<file path="src/rtl/vfd_freq_ramp_ctrl.sv">
// vfd_freq_ramp_ctrl: soft-start/soft-stop half-period divider for the VFD switching clock
module vfd_freq_ramp_ctrl #(
  parameter int CNT_W     = 13,
  parameter int MAX_HALF  = 4095,
  parameter int MIN_HALF  = 16,
  parameter int RAMP_STEP = 16,
  parameter int RAMP_DIV  = 1000
) (
  input  logic             i_clk_in,
  input  logic             i_reset,
  input  logic             i_enable,
  input  logic [CNT_W-1:0] i_target_half,
  input  logic             i_target_load,
  output logic             o_clk_out,
  output logic [CNT_W-1:0] o_cur_half,
  output logic [1:0]       o_state,
  output logic             o_at_speed
);
  localparam logic [1:0] IDLE = 2'd0;
  localparam logic [1:0] RAMP = 2'd1;
  localparam logic [1:0] RUN  = 2'd2;
  localparam logic [1:0] STOP = 2'd3;
  localparam logic [CNT_W-1:0] MAX_H = CNT_W'(MAX_HALF);
  localparam logic [CNT_W-1:0] MIN_H = CNT_W'(MIN_HALF);
  localparam logic [CNT_W:0] STEP = (CNT_W+1)'(RAMP_STEP);
  localparam int RC_W = RAMP_DIV > 1 ? $clog2(RAMP_DIV) : 1;
  localparam logic [RC_W-1:0] RC_END = RC_W'(RAMP_DIV - 1);

  logic             r_clk_out;
  logic [CNT_W-1:0] r_cur_half;
  logic [CNT_W-1:0] r_tgt;
  logic [CNT_W-1:0] r_div_cnt;
  logic [RC_W-1:0]  r_ramp_cnt;
  logic [1:0]       r_state;
  logic             r_at_speed;

  logic             w_run;
  logic             w_slew;
  logic             w_hit;
  logic             w_tick;
  logic             w_enter;
  logic [CNT_W-1:0] w_goal;
  logic [CNT_W:0]   w_dn;
  logic [CNT_W:0]   w_up;
  logic [CNT_W-1:0] w_slewed;
  logic [CNT_W-1:0] w_tgt_clamp;
  logic [1:0]       w_nxt;

  assign w_run  = r_state != IDLE;
  assign w_slew = r_state == RAMP || r_state == STOP;
  // '>=' lets the divider terminate immediately if cur_half shrank below the count
  assign w_hit  = r_div_cnt >= r_cur_half;
  assign w_tick = w_slew && r_ramp_cnt == RC_END;
  assign w_goal = r_state == STOP ? MAX_H : r_tgt;
  assign w_dn   = {1'b0, r_cur_half} - STEP;
  assign w_up   = {1'b0, r_cur_half} + STEP;
  // Extra bit catches underflow/overflow so the step clips to the goal instead of wrapping
  assign w_slewed = r_cur_half > w_goal
    ? (({1'b0, r_cur_half} < STEP || w_dn < {1'b0, w_goal}) ? w_goal : w_dn[CNT_W-1:0])
    : r_cur_half < w_goal
    ? (w_up > {1'b0, w_goal} ? w_goal : w_up[CNT_W-1:0])
    : r_cur_half;
  assign w_tgt_clamp = i_target_half < MIN_H ? MIN_H
                     : i_target_half > MAX_H ? MAX_H : i_target_half;

  always_comb begin
    w_nxt = r_state == IDLE ? (i_enable ? RAMP : IDLE)
          : r_state == RAMP ? (!i_enable ? STOP : r_cur_half == r_tgt ? RUN : RAMP)
          : r_state == RUN  ? (!i_enable ? STOP : r_tgt != r_cur_half ? RAMP : RUN)
          : (i_enable ? RAMP : (r_cur_half == MAX_H && w_hit && r_clk_out) ? IDLE : STOP);
  end

  assign w_enter = (w_nxt == RAMP || w_nxt == STOP) && w_nxt != r_state;

  always_ff @(posedge i_clk_in or posedge i_reset) begin
    if (i_reset) begin
      r_clk_out  <= 1'b0;
      r_cur_half <= MAX_H;
      r_tgt      <= MAX_H;
      r_div_cnt  <= '0;
      r_ramp_cnt <= '0;
      r_state    <= IDLE;
      r_at_speed <= 1'b0;
    end else begin
      if (i_target_load) r_tgt <= w_tgt_clamp;
      r_state    <= w_nxt;
      r_at_speed <= w_nxt == RUN;
      r_div_cnt  <= (!w_run || w_hit) ? '0 : r_div_cnt + 1'b1;
      r_clk_out  <= w_run && (r_clk_out ^ w_hit);
      r_ramp_cnt <= (w_enter || !w_slew || w_tick) ? '0 : r_ramp_cnt + 1'b1;
      if (w_tick) r_cur_half <= w_slewed;
    end
  end

  assign o_clk_out  = r_clk_out;
  assign o_cur_half = r_cur_half;
  assign o_state    = r_state;
  assign o_at_speed = r_at_speed;
endmodule

</file>
<file path="config.mk">
export PLATFORM = sky130hd
export DESIGN_NAME = vfd_freq_ramp_ctrl
export DESIGN_NICKNAME = d
export VERILOG_FILES = /design/src/rtl/vfd_freq_ramp_ctrl.sv
export SDC_FILE = /design/constraint.sdc
export NUM_CORES = 1
export LEC_CHECK = 0
export CAP_MARGIN = 20
export CORE_UTILIZATION = 40
export CTS_CLUSTER_DIAMETER = 80
export DETAILED_ROUTE_END_ITERATION = 8
export DONT_BUFFER_PORTS = 1
export RECOVER_POWER = 25
export SYNTH_ARGS = -nofsm -noshare
export SYNTH_HDL_FRONTEND = slang
export SYNTH_SLANG_ARGS = --single-unit
</file>
<file path="constraint.sdc">
create_clock -name i_clk_in -period 4.1 [get_ports i_clk_in]
set_clock_uncertainty 0.05 [all_clocks]
set_input_delay 0.205 -clock i_clk_in [delete_from_list [all_inputs] [get_ports i_clk_in]]
set_output_delay 0.205 -clock i_clk_in [all_outputs]
set_load 0.02 [all_outputs]
</file>
==> key figures <==
Yosys
  – Post-synth top area share: 16.2%
  – Post-Synthesis Cells: 492
  – Yosys warns: 0
  – Syn Area/Cell: 9.11 um2
  – Yosys reg bits: 53
  – Main flop type after synthesis: dfrtp_1
  – Largest area contributor in the netlist: dfrtp_1
  – Share of the yosys chip area belonging to registers: 30.3%
  – Cell Area, Synth: 4480 um2
  – Synth cell count leaders: nor2_1, ha_1, inv_1, xnor2_1
  – Ys async rst share: 100%
  – Top-count cell post-synth: nor2_1
  – EDFF count, synth: 0
  – Ranking of synthesized cells by area: dfrtp_1, dfstp_2, ha_1, xnor2_1, nor2_1
  – Netlist cell types: 65
  – Syn nets: 556

CTS
  – H-tree depth: 2
  – Setup Fix Bufs, Post-CTS: 0
  – Clock tree buffer depth: 2
  – CTS Buf Count: 5
  – Clk pin slew, worst setup/hold paths: 100 ps
  – Clk Latency, worst-skew pair: 310 ps
  – Clock root cell: clkbuf_8
  – CTS tree: yes
  – Gates resized, CTS repair: 0
  – Sink Count: 53

Timing
  – Max Clk Rate: 265 MHz
  – Tightest Pin Transition: 1000 ps
  – RSZ-0062 raised after global routing: no
  – Max-slew headroom: 32.9%
  – Minimum clock period: 3770 ps
  – Final Setup Violations: 0
  – Worst setup margin: 327 ps
  – Setup_tns: 0 ps
  – Hold Vio Cnt, Final: 0
  – Tcrit/Tclk final: 92.0%
  – Slew Limit Fails: 0

Final layout
  – Net count, final: 570
  – Fillers: 1055
  – N_diodes: 0
  – Non-filler instance count after layout: 647
  – Fraction of layout cells with a size suffix above 1: 14.4%
  – Area Growth Syn to Fin: 7.59%

Worst hold path
  – Hold Path Origin: i_target_half[7]
  – WHS Endpoint: r_tgt[7]
  – WHS Path Cells: 2
  – Hold crit path type: in2reg

Power and ir drop
  – Pwr Total: 976 uW
  – Peak VDD IR: 175 uV
  – Pwr Density: 202 nW/um2
  – Leakage power: 0.00204 uW

Setup path
  – Reg-to-reg critical path startpoint: o_cur_half[5]
  – Startpoint types: flip-flop
  – Arrival time at the worst endpoint: 3970 ps
  – Max FO, Critical Path: 10
  – Setup slack, reg-to-reg: 330 ps
  – Reg2reg end: o_cur_half[0]
  – Crit Path Category: reg2reg
  – Crit end category: flip-flop
  – Reg2reg path depth: 12
  – Critical Path RT: 4290 ps

Floorplan
  – Core Box Area: 10900 um2
  – Chip height: 108 um
  – Die area: 11600 um2
  – I/O pins: 34
  – Die span in x: 108 um
  – Core Rows: 38
  – Initial Util: 41.2%

Route
  – Routed Antenna Nets: 0
  – # DRC: 0
  – Post-Route WL: 11.8 mm
  – First-iteration detailed-routing DRC count: 294
  – DR vias: 3797
  – Vias per cell: 5.87
  – DR pass1 iterations: 5
  – WL/cell: 18.2 um

Placement
  – I/O Buffers: 0
  – Worst slack, placed: 370 ps
  – GPL Wtd Cong: 0.934
  – Placed cells: 626
  – HPWL after DPL: 9.12 mm

Global routing
  – Total global-route track usage: 21.6%
  – Largest net degree at the start of global routing: 29
  – Congestion Overflow GR: 0
  – Number of antenna violations at the first check in global routing: 0
  – Vias in the first global route: 3778
  – First-pass GRT wire length: 19.3 mm

Outcome
  – Status: finished clean

Run
  – Max-cap violation count: 0
==> kinds of logic after synthesis <==
family	Yosys count	share of synthesized area, %
simple gates	166	19.6
fa+ha+maj	47	13.1
buf+inv	52	6.00
compound gates	114	18.8
xor+xnor	45	8.79
mux	15	3.49
flops	53	30.3
==> critical path: stages, from the launching register on <==
cell and delay (ps):
dfstp_2 730, inv_1 150, ha_1 290, nand4_2 160
xnor2_1 80, ha_1 330, nand3_1 110, or4_1 420
and3_4 190, a31oi_2 420, nand2_1 200, nand4_2 210
mux2_2 360
==> state kept, by name, indices dropped and copies added, names as in the netlist <==
name and count:
o_clk_out 1, r_div_cnt 13, r_tgt 13, o_cur_half 13, r_ramp_cnt 10, o_at_speed 1
o_state 2
==> power breakdown <==
group          internal [uW]  leakage [uW]  total (uW)  switching [uW]
clock                    122     0.0000456         303             181
combinational           46.4       0.00135         111            64.3
sequential               546      0.000641         562            15.3
total                    715       0.00204         976             261
==> layout by cell type, fill, tap and decap left out, types with 3 or more instances in the layout <==
| master | n |
|---|---|
| a21o_1 | 9 |
| dfrtp_1 | 29 |
| xnor2_1 | 30 |
| nor2_1 | 51 |
| buf_4 | 12 |
| and3_1 | 9 |
| a21oi_1 | 29 |
| nor4_1 | 6 |
| o31ai_1 | 3 |
| a31oi_1 | 6 |
| ha_1 | 47 |
| nor4b_1 | 3 |
| nand2_1 | 26 |
| o21ai_0 | 18 |
| o21bai_1 | 3 |
| nand2b_1 | 7 |
| a2111oi_2 | 9 |
| nand3_1 | 27 |
| xor2_1 | 15 |
| o211ai_1 | 5 |
| a2111oi_0 | 3 |
| inv_1 | 32 |
| a211oi_1 | 4 |
| clkbuf_8 | 5 |
| mux2i_1 | 10 |
| nand4_1 | 12 |
| nor3_1 | 4 |
| clkbuf_1 | 3 |
| dfstp_2 | 24 |
| dlygate4sd3_1 | 13 |
| mux2_2 | 5 |
| o22ai_1 | 5 |
| and2_1 | 3 |
==> area by class of cell <==
| type | count | area (um2) | area share (%) |
|---|---|---|---|
| Clock inverter | 2 | 13.8 | 0.285 |
| Sequential cell | 53 | 1360 | 28.1 |
| Clock buffer | 6 | 72.6 | 1.50 |
| Multi-Input combinational cell | 387 | 2860 | 59.2 |
| Inverter | 32 | 120 | 2.49 |
| Tap cell | 140 | 175 | 3.63 |
| Timing Repair Buffer | 27 | 228 | 4.72 |
==> worst max-delay path by stage <==
| stage | from | to | cells past startpoint |
|---|---|---|---|
| final | o_cur_half[5] | o_cur_half[0] | 12 |
| after global routing | o_cur_half[5] | o_cur_half[0] | 12 |
| after CTS | o_cur_half[5] | o_cur_half[0] | 12 |
| after detailed placement | o_cur_half[5] | o_cur_half[0] | 12 |
| after global placement | o_cur_half[5] | o_cur_half[0] | 12 |
| after floorplan | o_cur_half[5] | o_cur_half[7] | 14 |
==> per-stage QoR <==
| step | area, um2 | hold slack (ps) | util, % |
|---|---|---|---|
| after floorplan | 4480 | 296 | - |
| after global placement | 4610 | 120 | 42.4 |
| after detailed placement | 4610 | 124 | 42.4 |
| after CTS | 4830 | 17.4 | 44.4 |
| after global routing | 4820 | 27.0 | 44.3 |
| final | 4820 | 10.5 | 44.3 |
==> metal layers <==
layer | track usage (%) | part of all wire, %
met2 | 36.1 | 47
met3 | 2.97 | 5.0
met1 | 28.6 | 45
met5 | 0 | 0
met4 | 6.95 | 2.3
==> what timing repair did <==
item                       in CTS  in global routing
hold buffers                   13                  0
setup endpoints to repair       0                  0
hold endpoints to repair       22                  0
Note: power is estimated with default switching activity, not from simulation.
